### src/rtl/dac_sample_feeder.sv
// dac_sample_feeder: FIFO-buffered, fixed-rate sample launcher for the SPI DAC transmitter.
// Optional build macro DAC_FEED_HOLD_EN: on underrun, relaunch the last sample.
module dac_sample_feeder #(
  parameter int DEPTH    = 16,
  parameter int RATE_DIV = 2000
) (
  input  logic                     clk,
  input  logic                     rst,
  input  logic                     enable,
  input  logic                     wr_en,
  input  logic [11:0]              wr_data,
  input  logic                     cs,
  output logic                     newd,
  output logic [11:0]              data_in,
  output logic                     full,
  output logic                     empty,
  output logic [$clog2(DEPTH):0]   level,
  output logic                     overflow,
  output logic                     underrun,
  output logic                     late
);

  localparam int AW = $clog2(DEPTH);
  localparam int LW = AW + 1;
  localparam int TW = $clog2(RATE_DIV);

  typedef enum logic [1:0] {
    IDLE,
    REQ,
    BUSY
  } state_t;

  state_t          state;
  logic [TW-1:0]   cnt;
  logic            tick;
  logic            cs_m;
  logic            cs_s;
  logic [11:0]     mem [DEPTH];
  logic [AW-1:0]   wr_ptr;
  logic [AW-1:0]   rd_ptr;
  logic [LW-1:0]   level_nxt;
  logic            push;
  logic            pop;

  assign tick = enable && (cnt == TW'(RATE_DIV - 1));
  assign pop  = tick && (state == IDLE) && !empty;
  assign push = wr_en && (!full || pop);

  // Sample-period timer; held at zero while disabled
  always_ff @(posedge clk or posedge rst) begin
    if (rst)
      cnt <= '0;
    else if (!enable || tick)
      cnt <= '0;
    else
      cnt <= cnt + 1'b1;
  end

  // cs comes from the transmitter's derived clock domain
  always_ff @(posedge clk or posedge rst) begin
    if (rst) begin
      cs_m <= 1'b1;
      cs_s <= 1'b1;
    end else begin
      cs_m <= cs;
      cs_s <= cs_m;
    end
  end

  // Next occupancy from this cycle's push/pop
  always_comb begin
    level_nxt = level;
    unique case ({push, pop})
      2'b10:   level_nxt = level + 1'b1;
      2'b01:   level_nxt = level - 1'b1;
      default: level_nxt = level;
    endcase
  end

  // Sample storage; contents need no reset
  always_ff @(posedge clk) begin
    if (push)
      mem[wr_ptr] <= wr_data;
  end

  // FIFO pointers, registered flags and drop detection
  always_ff @(posedge clk or posedge rst) begin
    if (rst) begin
      wr_ptr   <= '0;
      rd_ptr   <= '0;
      level    <= '0;
      full     <= 1'b0;
      empty    <= 1'b1;
      overflow <= 1'b0;
    end else begin
      if (push)
        wr_ptr <= wr_ptr + 1'b1;
      if (pop)
        rd_ptr <= rd_ptr + 1'b1;
      level    <= level_nxt;
      full     <= (level_nxt == LW'(DEPTH));
      empty    <= (level_nxt == '0);
      overflow <= wr_en && full && !pop;
    end
  end

`ifdef DAC_FEED_HOLD_EN
  logic launched;

  // Remembers whether data_in holds a real sample worth refreshing
  always_ff @(posedge clk or posedge rst) begin
    if (rst)
      launched <= 1'b0;
    else if (pop)
      launched <= 1'b1;
  end
`endif

  // Launch/acknowledge sequencer with period-fault pulses
  always_ff @(posedge clk or posedge rst) begin
    if (rst) begin
      state    <= IDLE;
      newd     <= 1'b0;
      data_in  <= '0;
      underrun <= 1'b0;
      late     <= 1'b0;
    end else begin
      underrun <= tick && (state == IDLE) && empty;
      late     <= tick && (state != IDLE);
      unique case (state)
        IDLE: begin
          if (pop) begin
            data_in <= mem[rd_ptr];
            newd    <= 1'b1;
            state   <= REQ;
          end
`ifdef DAC_FEED_HOLD_EN
          else if (tick && launched) begin
            newd  <= 1'b1;
            state <= REQ;
          end
`endif
        end
        REQ: begin
          if (!cs_s) begin
            newd  <= 1'b0;
            state <= BUSY;
          end
        end
        BUSY: begin
          if (cs_s)
            state <= IDLE;
        end
        default: state <= IDLE;
      endcase
    end
  end

endmodule

### config.mk
export PLATFORM = sky130hd
export DESIGN_NAME = dac_sample_feeder
export DESIGN_NICKNAME = d
export VERILOG_FILES = /design/src/rtl/dac_sample_feeder.sv
export SDC_FILE = /design/constraint.sdc
export NUM_CORES = 1
export LEC_CHECK = 0
export ABC_AREA = 1
export CELL_PAD_IN_SITES_DETAIL_PLACEMENT = 1
export CELL_PAD_IN_SITES_GLOBAL_PLACEMENT = 1
export CORE_UTILIZATION = 35
export DETAILED_ROUTE_END_ITERATION = 8
export PLACE_DENSITY = 0.71
export SLEW_MARGIN = 30
export SYNTH_ARGS = -nofsm -noshare
export SYNTH_HDL_FRONTEND = slang
export SYNTH_SLANG_ARGS = --single-unit
### constraint.sdc
create_clock -name clk -period 2.7 [get_ports clk]
set_input_delay 0.54 -clock clk [delete_from_list [all_inputs] [get_ports clk]]
set_output_delay 0.54 -clock clk [all_outputs]
set_load 0.02 [all_outputs]
==> metrics.yaml <==
clocking:
  numCtsBuffers: 25
  cts.clk_slew.worst_paths_ns: 0.06
  insertion_delay_ns: 0.54
  cts-root-buf: "clkbuf_16"
  clockBufferDepth: 3
  ctsHoldBuffers: 0
  cts_max_level: 1
  clock-sinks: 238
  cts_tree: "built"
floorplan:
  core-area_mm2: 0.02786
  die-width_um: 170.6
  dieHeight_um: 170.6
  rows: 61
  boundaryPins: 40
  start_util: 0.3570
  dieArea_mm2: 0.02909
sta:
  setup_viol: 0
  holdWs_ns: 0.3568
  finalWorstPathRequiredPeriod_ns: 2.629
  drv_slew: 0
  finalCritPeriodShare: 0.9736
  tns_ns: 0
  fmax_mhz: 380.4
  grt_setup_unrepaired: "true"
  max-slew-margin-rel: 0.5248
  skew_ns: 0.01760
  worst_pin_slew_ns: 0.7127
  hold_viol: 0
  worst_slack_ns: 0.07139
cells_and_area:
  fin_nets: 986
  areaGrowthSynthToFinish_pct: 21.66
  multi_input_area_mm2: 0.002784
  antenna_cells: 0
  mostFrequentLayoutCell: "nor2_1"
  drive_above_1_share: 0.1300
  final_cell_mix: "nor2_1, edfxtp_1, nand2_1"
  register_area_mm2: 0.006923
  fill_cells: 2960
yosys:
  synth.avg_cell_area_um2: 11.20
  netlist_top_cells_area: "edfxtp_1, dfrtp_1, nor2_1, o21ai_0, nand2_1"
  ys_seq_area_frac: 0.6958
  ys_types: 29
  syn_area_mm2: 0.009946
  netlist_instances: 888
  yosys_warnings: 0
  synth_nets: 914
  synth_top_area_cell: "edfxtp_1"
  ys_ff_latch: 238
  synth_top_area_share: 0.5797
critical_path:
  path_buf_inv: 1
  cp-end-kind: "register"
  critPathMostFrequentCell: "nor2_4"
  critical_path_depth: 19
  crit_fanout: 4
  cpPeakStageDelay_ns: 0.37
  r2r-end: "full$_DFF_PP0_"
  r2r_start: "cnt[0]$_DFF_PP0_"
  crit_end: "full$_DFF_PP0_"
  path_cells: "ha_2 > nand2_4 > nor2_4 > nand3_2 > nor2_4 > nand3_4 > nand2_4 > nand2_4 > ha_4 > nand2_2 > inv_2 > nor2_4 > ha_4 > nand2_2 > nand2_2 > or2_4 > nor2_4 > nand3_2 > nor2_1"
  critical_path_class: "reg2reg"
  r2r_slack_ns: 0.07
  cp_slowest_cell: "dfrtp_1"
  critPathLaunchType: "register"
  rr_worst_depth: 19
  crit_arrival_ns: 3.09
  cp_top_family: "simple AND/OR/NAND/NOR gates"
  startpoint: "cnt[0]$_DFF_PP0_"
  required_ns: 3.17
routing:
  drc_errors: 0
  first_pass_iters: 4
  vias: 6808
  drtAntennaViolNets: 0
  totalWireLength_mm: 26.13
  wl_per_cell_um: 19.29
  via_per_inst: 5.024
  drtIter0Drc: 477
global_route:
  grt_pass1_vias: 7111
  track_usage: 0.1843
  grt_overflow: 0
  grt_pass1_wl_mm: 40.37
  grt_max_degree: 99
  antenna_found_initial: 0
pwr:
  p_per_area_mw_per_mm2: 749.0
  p_leak_nw: 4.402
  peakVddDrop_mv: 0.4658
  fin_total_pwr_mw: 9.063
placed_design:
  finalWeightedCongestion: 0.7957
  place_hpwl_mm: 15.85
  pre_cts_ws_ns: -0.2186
  port_buffers: 39
worst_hold_path:
  holdCritPathClass: "reg2reg"
job:
  max_cap_violations: 0
status:
  status: "finished, final reports clean"
[cells by family (layout without fill, tap and decap cells)]
kind of cell | Yosys count | after routing | synth area share
AND/OR/NAND/NOR | 419 | 419 | 0.1776
buffers and inverters | 81 | 170 | 0.03560
adder cells (fa/ha/maj) | 9 | 9 | 0.01132
AO/OA/AOI/OAI | 134 | 134 | 0.07347
flip-flops | 238 | 238 | 0.6958
XOR/XNOR | 7 | 7 | 0.006164
[what timing repair did]
item                                    4_1_cts  5_1_grt
gates resized for setup                       1       17
endpoints found under the setup margin        2        4
pin swaps                                     2       13
setup buffers                                 0        5
[where the power goes]
part | switching [mW] | total, mW | internal [mW]
logic | 0.738 | 1.21 | 0.470
registers | 0.181 | 4.49 | 4.31
clock network | 1.38 | 3.36 | 1.98
[through the flow]
stage                       util  instances  cell area [µm²]
after floorplan                -        888             9980
after global placement    0.4015       1306            11190
after detailed placement  0.4015       1306            11190
after CTS                 0.4301       1350            11980
after global routing      0.4344       1355            12100
final                     0.4344       1355            12100
[worst min path at each step]
stage               depth (start not counted)        endpoint      startpoint  slack (ns)
floorplan                                   0  cs_s$_DFF_PP1_  cs_m$_DFF_PP1_        0.35
global placement                            0  cs_s$_DFF_PP1_  cs_m$_DFF_PP1_        0.35
detailed placement                          0  cs_s$_DFF_PP1_  cs_m$_DFF_PP1_        0.35
CTS                                         0  cs_s$_DFF_PP1_  cs_m$_DFF_PP1_        0.36
global route                                0  cs_s$_DFF_PP1_  cs_m$_DFF_PP1_        0.37
finish                                      0  cs_s$_DFF_PP1_  cs_m$_DFF_PP1_        0.36
[routing by layer]
layer  GRT usage  vias to the layer above  routed length (µm)
li1            -                     3207                   -
met1      0.2321                     3453               11090
met2      0.3226                      110               13430
met4     0.06385                        0                 592
met3     0.02660                       38                1025
met5           0                        -                   0
[synth_stat cells]
master	count
buf_1	3
nand3_4	1
nand2_4	2
buf_4	5
nand2_2	2
dfrtp_1	43
nor3_1	6
clkbuf_1	20
xor2_1	6
or2_2	1
nor2_1	205
xnor2_1	1
nor3b_1	1
nand4_1	3
buf_2	13
nand3_1	70
nand3_2	1
edfxtp_1	192
clkinv_1	2
dfstp_2	3
o21ai_0	104
a21oi_1	6
ha_1	9
o211ai_1	24
nor2_2	12
nor2_4	2
nand2_1	113
buf_6	2
inv_1	36
[flip-flops by register name, indices dropped and copies added (netlist names)]
register  flops
level         5
state         2
full          1
mem         192
overflow      1
cs_s          1
late          1
cnt          11
empty         1
rd_ptr        4
underrun      1
newd          1
wr_ptr        4
data_in      12
cs_m          1
[area by class of cell]
type | count | area share
Clock inverter | 14 | 0.01241
Tap cell | 378 | 0.03909
Multi-Input combinational cell | 569 | 0.2301
Timing Repair Buffer | 88 | 0.08127
Sequential cell | 238 | 0.5721
Clock buffer | 30 | 0.05325
Inverter | 38 | 0.01179
[worst reg2reg max path, cell delays in order, from the launching register on]
cell and delay, ns:
dfrtp_1 0.37, ha_2 0.22, nand2_4 0.07, nor2_4 0.16, nand3_2 0.12, nor2_4 0.15
nand3_4 0.08, nand2_4 0.08, nand2_4 0.06, ha_4 0.19, nand2_2 0.08, inv_2 0.06
nor2_4 0.10, ha_4 0.21, nand2_2 0.08, nand2_2 0.06, or2_4 0.23, nor2_4 0.08
nand3_2 0.07, nor2_1 0.09
No activity file was read; power rests on OpenSTA's default activity.
